[src/rtl/result_ser_pkg.sv]
// Shared types and helpers for the result serializer.
// State encoding, default word width and the parity function.
package result_ser_pkg;

   typedef enum logic [1:0] {
      IDLE,
      DATA,
      PAR
   } state_e;

   localparam int unsigned DEFAULT_WIDTH = 20;

   // Narrower words are zero-extended by the caller, which leaves the parity unchanged.
   function automatic logic even_parity(input logic [63:0] word);
      return ^word;
   endfunction

endpackage

[src/rtl/result_serializer_if.sv]
// Parallel-in handshake and serial-out framing bundle of the result serializer.
interface result_serializer_if
   import result_ser_pkg::*;
#(
   parameter int unsigned WIDTH = DEFAULT_WIDTH
);

   logic             in_valid;
   logic             in_ready;
   logic [WIDTH-1:0] in_data;
   logic             sout;
   logic             sout_valid;
   logic             sout_first;
   logic             sout_last;
   logic             busy;

   modport master (
      output in_valid, in_data,
      input  in_ready, sout, sout_valid, sout_first, sout_last, busy
   );

   modport slave (
      input  in_valid, in_data,
      output in_ready, sout, sout_valid, sout_first, sout_last, busy
   );

endinterface

[src/rtl/ser_hold_buf.sv]
// Single-entry holding buffer between the producer and the shifter.
// A held word always has priority over a new input when the shifter frees up.
module ser_hold_buf #(
   parameter int unsigned WIDTH = 20
) (
   input  logic             clk,
   input  logic             rst_n,
   input  logic             i_valid,
   input  logic [WIDTH-1:0] i_data,
   input  logic             i_free,
   output logic             o_ready,
   output logic             o_hold_valid,
   output logic             o_load,
   output logic [WIDTH-1:0] o_load_data
);

   logic             r_hold_valid;
   logic [WIDTH-1:0] r_hold;
   logic             w_accept;

   assign w_accept     = i_valid & ~r_hold_valid;
   assign o_ready      = ~r_hold_valid;
   assign o_hold_valid = r_hold_valid;
   assign o_load       = i_free & (r_hold_valid | w_accept);
   assign o_load_data  = r_hold_valid ? r_hold : i_data;

   always_ff @(posedge clk or negedge rst_n) begin
      if (!rst_n) begin
         r_hold_valid <= 1'b0;
         r_hold       <= '0;
      end else if (r_hold_valid && i_free) begin
         r_hold_valid <= 1'b0;
      end else if (w_accept && !i_free) begin
         r_hold_valid <= 1'b1;
         r_hold       <= i_data;
      end
   end

endmodule

[src/rtl/result_serializer.sv]
// Parallel-to-serial framer for compressor result words: LSB first, optional even parity,
// with registered first/last strobes and gap-free back-to-back frames.
module result_serializer
   import result_ser_pkg::*;
#(
   parameter int unsigned WIDTH     = DEFAULT_WIDTH,
   parameter bit          PARITY_EN = 1'b1,
   parameter int unsigned CNT_W     = $clog2(WIDTH + 1)
) (
   input logic                 clk,
   input logic                 rst_n,
   result_serializer_if.slave  bus
);

   state_e             r_state, w_state_d;
   logic [CNT_W-1:0]   r_cnt, w_cnt_d;
   logic [WIDTH-1:0]   r_shift, w_shift_d;
   logic               r_par, w_par_d;
   logic               r_sout, w_sout_d;
   logic               r_valid, w_valid_d;
   logic               r_first, w_first_d;
   logic               r_last, w_last_d;

   logic               w_eof;
   logic               w_free;
   logic               w_ready;
   logic               w_hold_valid;
   logic               w_load;
   logic [WIDTH-1:0]   w_load_data;

   // The shifter can take a new word at this edge when idle or emitting its final bit.
   assign w_eof  = ((r_state == DATA) && (r_cnt == CNT_W'(WIDTH - 1)) && !PARITY_EN) ||
                   (r_state == PAR);
   assign w_free = (r_state == IDLE) || w_eof;

   ser_hold_buf #(
      .WIDTH(WIDTH)
   ) u_hold (
      .clk          (clk),
      .rst_n        (rst_n),
      .i_valid      (bus.in_valid),
      .i_data       (bus.in_data),
      .i_free       (w_free),
      .o_ready      (w_ready),
      .o_hold_valid (w_hold_valid),
      .o_load       (w_load),
      .o_load_data  (w_load_data)
   );

   always_comb begin
      w_state_d = r_state;
      w_cnt_d   = r_cnt;
      w_shift_d = r_shift;
      w_par_d   = r_par;
      w_sout_d  = 1'b0;
      w_valid_d = 1'b0;
      w_first_d = 1'b0;
      w_last_d  = 1'b0;

      case (r_state)
         DATA: begin
            if (r_cnt != CNT_W'(WIDTH - 1)) begin
               w_cnt_d   = r_cnt + CNT_W'(1);
               w_shift_d = r_shift >> 1;
               w_sout_d  = r_shift[1];
               w_valid_d = 1'b1;
               w_last_d  = !PARITY_EN && (r_cnt == CNT_W'(WIDTH - 2));
            end else if (PARITY_EN) begin
               w_state_d = PAR;
               w_sout_d  = r_par;
               w_valid_d = 1'b1;
               w_last_d  = 1'b1;
            end
         end
         default: ;
      endcase

      if (w_free) begin
         if (w_load) begin
            w_state_d = DATA;
            w_cnt_d   = '0;
            w_shift_d = w_load_data;
            w_par_d   = even_parity(64'(w_load_data));
            w_sout_d  = w_load_data[0];
            w_valid_d = 1'b1;
            w_first_d = 1'b1;
         end else begin
            w_state_d = IDLE;
         end
      end
   end

   always_ff @(posedge clk or negedge rst_n) begin
      if (!rst_n) begin
         r_state <= IDLE;
         r_cnt   <= '0;
         r_shift <= '0;
         r_par   <= 1'b0;
         r_sout  <= 1'b0;
         r_valid <= 1'b0;
         r_first <= 1'b0;
         r_last  <= 1'b0;
      end else begin
         r_state <= w_state_d;
         r_cnt   <= w_cnt_d;
         r_shift <= w_shift_d;
         r_par   <= w_par_d;
         r_sout  <= w_sout_d;
         r_valid <= w_valid_d;
         r_first <= w_first_d;
         r_last  <= w_last_d;
      end
   end

   assign bus.in_ready   = w_ready;
   assign bus.sout       = r_sout;
   assign bus.sout_valid = r_valid;
   assign bus.sout_first = r_first;
   assign bus.sout_last  = r_last;
   assign bus.busy       = (r_state != IDLE) || w_hold_valid;

endmodule

[src/flat_wrapper.sv]
// flat-port wrapper written by rule: the top's interface ports become plain ports
module result_serializer_flat import result_ser_pkg::*;
#(
   parameter int unsigned WIDTH     = DEFAULT_WIDTH,
   parameter bit          PARITY_EN = 1'b1,
   parameter int unsigned CNT_W     = $clog2(WIDTH + 1)
)
  (clk, rst_n, bus_in_valid, bus_in_data, bus_in_ready, bus_sout, bus_sout_valid, bus_sout_first, bus_sout_last, bus_busy);
  result_serializer_if #(.WIDTH(WIDTH)) bus_i ();
  input logic clk;
  input logic rst_n;
  input wire logic [$bits(bus_i.in_valid)-1:0] bus_in_valid;
  input wire logic [$bits(bus_i.in_data)-1:0] bus_in_data;
  output wire logic [$bits(bus_i.in_ready)-1:0] bus_in_ready;
  output wire logic [$bits(bus_i.sout)-1:0] bus_sout;
  output wire logic [$bits(bus_i.sout_valid)-1:0] bus_sout_valid;
  output wire logic [$bits(bus_i.sout_first)-1:0] bus_sout_first;
  output wire logic [$bits(bus_i.sout_last)-1:0] bus_sout_last;
  output wire logic [$bits(bus_i.busy)-1:0] bus_busy;
  assign bus_i.in_valid = bus_in_valid;
  assign bus_i.in_data = bus_in_data;
  assign bus_in_ready = bus_i.in_ready;
  assign bus_sout = bus_i.sout;
  assign bus_sout_valid = bus_i.sout_valid;
  assign bus_sout_first = bus_i.sout_first;
  assign bus_sout_last = bus_i.sout_last;
  assign bus_busy = bus_i.busy;
  result_serializer #(.WIDTH(WIDTH), .PARITY_EN(PARITY_EN), .CNT_W(CNT_W)) u_core (.clk(clk), .rst_n(rst_n), .bus(bus_i));
endmodule
[config.mk]
export PLATFORM = sky130hd
export DESIGN_NAME = result_serializer_flat
export DESIGN_NICKNAME = d
export VERILOG_FILES = /design/src/rtl/result_ser_pkg.sv /design/src/rtl/result_serializer_if.sv /design/src/rtl/ser_hold_buf.sv /design/src/rtl/result_serializer.sv /design/src/flat_wrapper.sv
export SDC_FILE = /design/constraint.sdc
export NUM_CORES = 1
export LEC_CHECK = 0
export CELL_PAD_IN_SITES_DETAIL_PLACEMENT = 0
export CELL_PAD_IN_SITES_GLOBAL_PLACEMENT = 1
export CORE_UTILIZATION = 35
export CTS_CLUSTER_SIZE = 8
export DETAILED_ROUTE_END_ITERATION = 7
export PLACE_DENSITY = 0.75
export REMOVE_ABC_BUFFERS = 1
export SETUP_SLACK_MARGIN = 0.5
export SYNTH_ARGS = -nofsm -noshare
export SYNTH_HDL_FRONTEND = slang
export SYNTH_HIERARCHICAL = 1
export SYNTH_SLANG_ARGS = --single-unit
export TNS_END_PERCENT = 5
[constraint.sdc]
create_clock -name clk -period 7 [get_ports clk]
set_clock_uncertainty 0.2 [all_clocks]
set_input_delay 0.7 -clock clk [delete_from_list [all_inputs] [get_ports clk]]
set_output_delay 0.7 -clock clk [all_outputs]
set_load 0.02 [all_outputs]
* Yosys cells after proc, flatten, opt, wreduce, memory -nomap -nowiden
Index checks and enable logic that the tools add are counted.
** Operators by class
- Add/subtract/negate cells :: 1
- Eq/ne operators :: 4
- Muxes and demuxes :: 26
- Bitwise gates (word level) :: 5
- Reductions and logical operators :: 13
** Operator list (count)
- two-way mux 20 bit :: 5
- XOR reduction 64 bit :: 1
- two-way mux 5 bit :: 4
- two-way mux 1 bit :: 14
- two-way mux 2 bit :: 3
- AND reduction 2 bit :: 3
- nonzero test 2 bit :: 3
- adder 5 x 1 -> 5 bit (second input constant) :: 1
- inequality test 5 bit (second input constant) :: 1
- AND 1 bit :: 2
- equality test 2 x 1 -> 1 bit (second input constant) :: 1
- equality test 2 bit (second input constant) :: 1
- logical AND 1 bit :: 2
- zero test 2 bit :: 1
- logical OR 1 bit :: 2
- inequality test 2 bit (second input constant) :: 1
- inverter 1 bit :: 2
- zero test 1 bit :: 1
- OR 1 bit :: 1
** Word-level totals
- Register bits after elaboration :: 53
- Bits of input ports :: 23
- Output and inout port bits :: 6
- Logic and storage cells :: 59

* Longest topological paths before layout
Gate-level depths: netlist of run 1.
- Word-level depth :: 6
- Mapped depth :: 7
- Gate-level depth less buffers :: 6

* Cells and area by module
Netlist of run 1, hierarchy kept.
** By module, submodules not included
- result_serializer :: instances 1, cells an instance 149, area each 1527.7 µm², seq. area each 775.7 µm²
- ser_hold_buf :: instances 1, cells an instance 70, area each 1038.5 µm², seq. area each 525.5 µm²

* Worst setup path after synthesis of run 1
OpenSTA, ideal clock, no wires.
- Path type :: flip-flop to flip-flop
- From :: register u_core.u_hold.r_hold_valid (netlist: u_core/u_hold/o_hold_valid)
- To :: register u_core.r_par
- Setup time :: 0.124 ns
- Data arrival time :: 1.913 ns
- Data required time :: 6.676 ns
- Slack :: 4.762 ns
- Cell stages (with the launch flop) :: 8
- Path buffers :: 1
- Period minus slack after synthesis :: 2.238 ns
- Cells stage by stage :: dfrtp_1 -> buf_2 -> mux2_2 -> xnor2_1 -> xnor2_1 -> xnor3_1 -> xnor2_1 -> o21ai_1
** On the way
- Elaborated cells between the ends (all ways) :: 7
- Those cells by class :: mux: 1; bitwise: 4; reduce/logical: 2
** RTL lines
- start: declaration :: RTL line ser_hold_buf.sv:17 : logic r_hold_valid;
- start signal: assignment :: RTL line ser_hold_buf.sv:29 : r_hold_valid <= 1'b0;
- start signal: assignment :: RTL line ser_hold_buf.sv:32 : r_hold_valid <= 1'b0;
- start signal: assignment :: RTL line ser_hold_buf.sv:34 : r_hold_valid <= 1'b1;
- two-way mux 20 bit :: RTL line ser_hold_buf.sv:25 : assign o_load_data = r_hold_valid ? r_hold : i_data;
- via u_core.w_load_data[11] :: RTL line result_serializer.sv:29 : logic [WIDTH-1:0] w_load_data;
- XOR reduction 64 bit :: RTL line result_ser_pkg.sv:15 : return ^word;
- end signal: assignment :: RTL line result_serializer.sv:107 : r_par <= w_par_d;
- end: declaration :: RTL line result_serializer.sv:18 : logic r_par, w_par_d;
The timed path passes the listed nets, and every way through them passes these cells.
A chain may end at the register's enable or synchronous reset.

* Final worst setup path of run 1
- From :: register u_core.u_hold.r_hold_valid (netlist: u_core/u_hold/o_hold_valid)
- To :: output port bus_busy
** On the way
- Cells in the longest elaborated chain, start to end :: 1
** RTL lines
- logical OR 1 bit :: RTL line result_serializer.sv:120 : assign bus.busy = (r_state != IDLE) || w_hold_valid;
- end: declaration :: RTL line flat_wrapper.sv:19 : output wire logic [$bits(bus_i.busy)-1:0] bus_busy;
No other way between the ends.

==> results of run 1 <==
final timing paths:
check,slack [ns],cells after the start,startpoint,end
setup / recovery,4.00,2,u_core/u_hold/o_hold_valid,bus_busy
hold / removal,0.29,1,u_core/u_hold/r_hold[10],u_core/u_hold/r_hold[10]
setup reg to reg,4.04,5,u_core/u_hold/o_hold_valid,u_core/r_shift[9]
hold reg to reg,0.29,1,u_core/u_hold/r_hold[10],u_core/u_hold/r_hold[10]
max in group asynchronous,5.87,2,rst_n,u_core/r_shift[9]
min in group asynchronous,0.31,2,rst_n,u_core/bus.sout_last
power by group through the flow:
stage	Sequential [uW]	Combinational, uW	Clock (uW)
final	510	774	204
after global routing	527	847	227
after CTS	511	791	215
after detailed placement	517	787	0
after global placement	512	780	0
after floorplan	499	635	0
cell type report:
cell class	count	area share
multi-input combinational	154	0.393
clock inverter	3	0.0140
tap	96	0.0396
timing repair buffer	31	0.0982
clock buffer	5	0.0227
sequential	52	0.429
inverter	3	0.00371
cell families after synthesis:
kind of cell / count (synthesis)
multiplexers: 59
flip-flops: 52
AND/OR/NAND/NOR: 49
AO/OA/AOI/OAI: 24
XOR/XNOR: 21
buffers and inverters: 13
adder cells (fa/ha/maj): 1
synthesized netlist by cell type:
cell	instances	area (um^2)
nand4_1	2	12.5
clkbuf_1	3	11.3
buf_6	2	22.5
nor3_2	1	10.0
nand2_1	29	109
nand2b_1	1	6.26
nor4_1	1	6.26
nor2_2	1	6.26
buf_4	2	15.0
xnor2_1	17	149
mux2_1	1	11.3
o21ai_0	17	85.1
nor2_1	9	33.8
ha_1	1	12.5
inv_1	3	11.3
dfrtp_1	52	1300
o21ai_1	6	30.0
a21oi_1	1	5.00
nor3_1	1	5.00
mux2_2	39	439
buf_1	1	3.75
buf_2	2	10.0
or3_1	1	6.26
xor2_1	3	26.3
xnor3_1	1	22.5
nor3b_2	1	12.5
nor2b_1	2	12.5
mux2i_1	19	190
worst max-delay path, cell delays in order, from the launching register on:
cell             delay, ns
dfrtp_1               1.00
or3_1                 0.20
clkdlybuf4s50_1       0.59
stage by stage:
stage                     instance area [um^2]   util
final                                     3030  0.437
after global routing                      3030  0.437
after CTS                                 3030  0.437
after detailed placement                  2920  0.421
after global placement                    2920  0.421
after floorplan                           2500      -
registers in the layout, summed over array words and instances, names as in the netlist:
signal,count
u_core/u_hold/r_hold,20
u_core/r_shift,19
u_core/r_cnt,5
u_core/r_state,2
u_core/bus.sout,1
u_core/bus.sout_first,1
u_core/bus.sout_last,1
u_core/bus.sout_valid,1
u_core/r_par,1
u_core/u_hold/o_hold_valid,1
cell usage in the layout (no fill, tap or decap), drive strengths merged, types with 2 or more instances in the layout:
| cell type | n |
|---|---|
| nor2b | 2 |
| clkbuf | 5 |
| nand4 | 2 |
| xor2 | 3 |
| inv | 3 |
| dfrtp | 52 |
| mux2 | 40 |
| nor2 | 10 |
| nor3 | 2 |
| xnor2 | 17 |
| o21ai | 23 |
| mux2i | 19 |
| clkdlybuf4s50 | 27 |
| buf | 4 |
| nand2 | 29 |
metal layers:
| layer | part of all wire | up-vias |
|---|---|---|
| met5 | 0 | - |
| met4 | 0.015 | 0 |
| met3 | 0.044 | 8 |
| met2 | 0.47 | 36 |
| met1 | 0.47 | 784 |
| li1 | - | 799 |
==> results.txt, run 1 <==
The maximum number of pins on one net before global-route repair came out at 53. The setup path with the least slack is of type register to primary output. For this run, the post-layout net count is 271. The multiplexer share of the synthesized area is 0.250. The final count of hold timing violations came to 0.

The final cell count without fillers came out at 344. The portion of the post-synthesis area used by sequential elements is 0.507. The insertion delay of the later-clocked pin in the worst-skew pair came out at 0.30 ns.

The diode insertion count for antenna repair is 0. The effective utilization at floorplan came out at 0.370. The sequential cells in the finished layout cover a total of 1300 um^2. The reported net switching power is 518 uW.

The number of synthesized register bits came out at 52. The total setup buffers inserted after CTS came out at 0. The standard-cell row count is 30. The post-synthesis instance area is 2570 um^2. The global-route met3 utilization came out at 0.0283.

Of the cells placed in the final design, the portion with a size suffix greater than 1 is 0.218. The required time of the critical path came out at 6.10 ns. Using the TritonRoute via totals, the vias-per-cell ratio works out to 4.73. Setup repair after global routing left no endpoint under its margin. After the first detailed-routing iteration, the DRC count stood at 43.

In the routed design, unresolved DRC markers number 0. The Yosys step of the flow raised 6 warnings. Power comes to 1490 uW. The horizontal die dimension is 87.6 um.

The number of fillers in the final layout is 676. The hold slack is 0.294 ns. Detailed routing inserted a total of 1627 vias. The y dimension of the die came out at 87.6 um. The iteration count of the initial detailed-routing pass is 4. Of the available clock period, the critical path in the final layout requires 0.429. The deepest clock path buffer count is 2. The cell-internal power is 970 uW. Timing analysis after detailed placement gives a worst setup slack of 3.95 ns.

TritonCTS built the clock tree. The final setup slack of the worst path is 4.00 ns. The worst setup path is captured at a primary output. The final routed wirelength across all metal layers is 4390 um. The cell count after synthesis is 219. Buffers placed on the I/O ports in this run total 28. The number of endpoints failing setup at the final stage came out at 0. The full die area is 7680 um^2. In the final routed layout, each cell accounts on average for 12.8 um.

The number of global-route vias before repair came out at 1623. The clock-pin slew of the registers on the worst-case setup and hold paths is 0.09 ns. After synthesis, the largest family of logic cells by area is multiplexers. The share of synthesized cell area in and, or, nand and nor gates is 0.0858. In this run the worst path has a maximum fanout of 24. The number of top-level design ports came out at 29. The synthesized-area fraction occupied by adder cells is 0.00488. The register share of total power came out at 0.343. Once detail routing completed, the nets flagged for antenna violations numbered 0. The leakage power figure came out at 0.00133 uW. After floorplanning, the core was sized to cover 6940 um^2. The worst pin sits at a relative slew slack of 0.287. Once placement completed, the tool counted placed cells totaling 336.

The overall track demand over capacity in global routing came out at 0.129. The number of antenna violations at the first check in global routing came to 0. In this run the mean area of a mapped cell was 11.7 um^2.

The total of max-cap violations came out at 0. STA classifies the critical path startpoint as a register. Of the total synthesized cell area, the portion taken by XOR and XNOR cells is 0.0770. The number of clock buffers inserted by TritonCTS came out at 5. The clock net in this run drives a total of 52 sinks. STA puts the critical path data arrival time at 2.10 ns. The clock period minus final worst setup slack came out at 3.00 ns. CTS built an H-tree with a depth of 2. After legalization and detailed placement, the total HPWL measured 2960 um.

The tree is rooted in a clkbuf_8. The wire length of the first global-routing pass came out at 7480 um. The transition time at the pin with the least slew margin is 1.07 ns.

The tightest min-delay check is of the register to register type. For this run, global-route usage on met2 was measured as 0.212. The post-cts resize count came out at 0. The ratio of total power to cell area is 491 nW/um^2.

The share of total power consumed by net switching came out at 0.348. The combinational group share of total power came out at 0.520. In the global route stage, met1 resource usage came out at 0.164. The highest ir drop seen on vdd is 240 uV. The complex-gate fraction of the synthesized area came out at 0.0468. For the final routed database, the setup TNS stands at 0 ns.

For this run, the top clock speed supported by timing is 333 MHz. The number of max-slew violations in the final report is 0. The share of total power dissipated in the clock network is 0.137. The combined area of the multi-input logic cells came out at 1190 um^2. The quantity of hold-fixing buffers added after cts came out at 0. After global routing the overflow that remains totals 0.

The run finished with clean final reports. The layer with the highest usage after global routing is met2. The distinct cell type count after synthesis came out at 28.

The layout overhead on the synthesized area is 18.2%. At the end of routability-driven placement, the weighted congestion stood at 0.734.
No activity file was read; power rests on OpenSTA's default activity.
==> inputs of run 2 (changes only) <==
==> constraint.sdc (replaced) <==
create_clock -name clk -period 3 [get_ports clk]
set_clock_uncertainty 0.2 [all_clocks]
set_input_delay 0.3 -clock clk [delete_from_list [all_inputs] [get_ports clk]]
set_output_delay 0.3 -clock clk [all_outputs]
set_load 0.02 [all_outputs]
==> results.txt, run 2 (synthesized netlist as in run 1, its figures left out) <==
The highest ir drop seen on vdd came to 588 uV (was 240 uV). The insertion delay of the later-clocked pin in the worst-skew pair is 0.30 ns (about the same). The diode insertion count for antenna repair was 0 (unchanged). The iteration count of the initial detailed-routing pass came out at 4 (unchanged).

The class of the tightest hold or removal check is register to register (unchanged). The count of unresolved DRC violations after routing came to 0 (unchanged). The number of max-slew violations in the final report came out at 0 (unchanged). The share of final-layout standard cells stronger than drive strength 1 came out at 0.230 (was 0.218). The worst path needs 2.32 ns of the cycle, external delays included.

The post-detailed-route wirelength per cell was 12.8 um (about the same). The transition time at the pin with the least slew margin came out at 0.649 ns (was 1.07 ns). The clock-pin slew of the registers on the worst-case setup and hold paths was 0.10 ns (was 0.09 ns).

The CTS tree is built (unchanged). The area occupied by registers is 1300 um^2 (about the same). The launching element type of the critical path is a register (unchanged). The ratio of total power to cell area came out at 1130 nW/um^2 (was 491 nW/um^2). The post-placement worst setup slack came out at 0.448 ns (was 3.95 ns).

The number of clock buffers inserted by TritonCTS came out at 5 (unchanged). The number of global-route vias before repair came out at 1709 (was 1623). The most flop-heavy register was u_core/u_hold/r_hold (unchanged). Unrepaired setup endpoints after global routing: no (unchanged). The combinational group share of total power is 0.519 (was 0.520). The y dimension of the die was 87.6 um (unchanged). The total of max-cap violations came out at 0 (unchanged). The number of buffers and inverters on the critical path came to 0 (was 1). The number of antenna violations at the first check in global routing is 0 (unchanged). The cell with the largest stage delay on the worst path was dfrtp_2 (was dfrtp_1).

The wire length of the first global-routing pass was 8040 um (was 7480 um). The global placement routability congestion came out at 0.697 (was 0.734). The worst stage delay on the critical path is 0.60 ns (was 1.00 ns). The number of top-level design ports came out at 29 (unchanged). The full die area is 7680 um^2 (unchanged).

The maximum fanout along the worst path is 16 (was 24). The required time of the critical path came out at 2.99 ns (was 6.10 ns). The overflow left after global routing is 0 (unchanged). Outcome: finished clean (unchanged). The worst endpoint data arrival time is 2.31 ns (was 2.10 ns). Of the available clock period, the critical path in the final layout requires 0.774. The number of nets with antenna violations after routing is 0 (unchanged). Largest registers ranked by flip-flop count: u_core/u_hold/r_hold x20, u_core/r_shift x19, u_core/r_cnt x5 (unchanged). The sum of net half-perimeters after detailed placement came to 3130 um (was 2960 um).

The root buffer selected by CTS is clkbuf_8 (unchanged). The number of buffers inserted by port buffering was 28 (unchanged). The number of nets in the layout came out at 275 (was 271). The final routed wirelength across all metal layers was 4470 um (was 4390 um). The effective utilization at floorplan is 0.370 (unchanged). The layout overhead on the synthesized area came to 20.4% (was 18.2%). The vias after detailed routing came out at 1641 (was 1627). The most common cell after layout, fill and taps aside is dfrtp_1 (unchanged). The sum of negative setup slack came to 0 ns (unchanged). Commonest non-fill, non-tap cells in the layout: 51 x dfrtp_1, 39 x mux2_2, 29 x nand2_1 (was 52 x dfrtp_1, 39 x mux2_2, 29 x nand2_1).

The headroom to the max-slew limit was 0.567 (was 0.287). The number of fillers in the final layout is 686 (was 676). The final count of hold timing violations came out at 0 (unchanged). Cells along the critical path: mux2_2, xnor2_1, xnor2_1, xnor3_1, xnor2_1, o21ai_1 (was or3_1, clkdlybuf4s50_1). The deepest clock path buffer count is 2 (unchanged). The leakage power figure was 0.00136 uW (was 0.00133 uW). The overall track demand over capacity in global routing came out at 0.136 (was 0.129). The register share of total power was 0.337 (was 0.343). The reported net switching power came out at 1190 uW (was 518 uW). The share of total power consumed by net switching was 0.341 (was 0.348).

The horizontal die dimension is 87.6 um (unchanged). The flip-flop count of the largest register after layout came to 20 (unchanged). The maximum number of pins on one net before global-route repair came out at 53 (unchanged).

The number of DRC violations after detailed-routing iteration 0 is 58 (was 43). The combined area of the multi-input logic cells is 1190 um^2 (unchanged). The placeable core region was 6940 um^2 (unchanged). The cell class contributing the biggest share of worst-path delay is XOR/XNOR gates (was flip-flops). The number of endpoints failing setup at the final stage is 0 (unchanged).

The number of H-tree levels is 2 (unchanged). The cell count of the worst reg-to-reg path came out at 6 (was 5). The clock share of power is 0.144 (was 0.137). The ratio of routed vias to standard cells was 4.72 (was 4.73). The maximum operating frequency came out at 431 MHz. The final setup slack of the worst path came to 0.677 ns (was 4.00 ns). The number of clock sinks is 52 (unchanged). The standard-cell row count is 30 (unchanged). The cell-internal power came out at 2300 uW (was 970 uW). The path type of the worst setup path is register to register (was register to primary output).

The total stage count of the critical path was 6 (was 2). The number of instances on the worst hold path is 1 (unchanged). Counting stages on the worst path, the most repeated cell is xnor2_1. The capturing element type of the critical path is a register (was primary output).
run 2: cell types whose count changed in the layout (fill, tap and decap cells not counted):
cell           previous run  this run
dfrtp_2                   0         1
buf_12                    0         1
dfrtp_1                  52        51
buf_4                     3         5
clkinv_2                  1         0
clkinvlp_4                1         0
clkbuf_8                  5         6
dlygate4sd3_1             0         1
clkinv_4                  0         1
run 2: per-layer routing:
layer	GRT usage	wire length (um)	up-vias
li1	-	-	811
met4	0.0447	49	0
met1	0.168	2120	798
met2	0.237	2150	25
met5	0	0	-
met3	0.0292	141	7
run 2: per-stage QoR:
step | hold WS, ns | instances | cell area [um^2] | utilization | power, uW
final | 0.294 | 348 | 3090 | 0.445 | 3490
after global routing | 0.312 | 348 | 3090 | 0.445 | 3770
after global placement | 0.259 | 339 | 2960 | 0.426 | 2990
after floorplan | -0.196 | 209 | 2500 | - | 2640
after CTS | 0.298 | 348 | 3090 | 0.445 | 3550
after detailed placement | 0.262 | 339 | 2960 | 0.426 | 3030
run 2: power groups by stage:
stage	Combinational, uW	Clock (uW)	Sequential [uW]
6_report	1810	504	1180
5_1_grt	2000	552	1220
4_1_cts	1850	524	1180
3_5_place_dp	1840	0	1190
3_3_place_gp	1800	0	1190
2_1_floorplan	1480	0	1160
run 2: worst paths after layout:
kind                                              endpoint                        from  slack (ns)
worst max register to register                u_core/r_par  u_core/u_hold/o_hold_valid        0.68
worst max-delay path                          u_core/r_par  u_core/u_hold/o_hold_valid        0.68
worst min-delay path              u_core/u_hold/r_hold[10]    u_core/u_hold/r_hold[10]        0.29
max in group asynchronous       u_core/u_hold/o_hold_valid                       rst_n        1.71
worst min register to register    u_core/u_hold/r_hold[10]    u_core/u_hold/r_hold[10]        0.29
min in group asynchronous                u_core/r_state[0]                       rst_n        0.43
run 2: area by class of cell:
cell class	instances	share of cell area
Clock buffer	6	0.0267
Tap cell	96	0.0389
Inverter	3	0.00365
Sequential cell	52	0.422
Timing Repair Buffer	35	0.111
Multi-Input combinational cell	154	0.386
Clock inverter	2	0.0126
run 2: what timing repair did:
item	CTS	global route
resized for setup	1	0
endpoints found under the setup margin	2	0
hold buffers	1	0
hold endpoints to repair	52	0
buffers inserted	0	0
run 2: worst reg2reg max path, stage by stage (launching register included):
cell and delay (ns):
dfrtp_2 0.60, mux2_2 0.40, xnor2_1 0.20, xnor2_1 0.14, xnor3_1 0.41, xnor2_1 0.18, o21ai_1 0.08
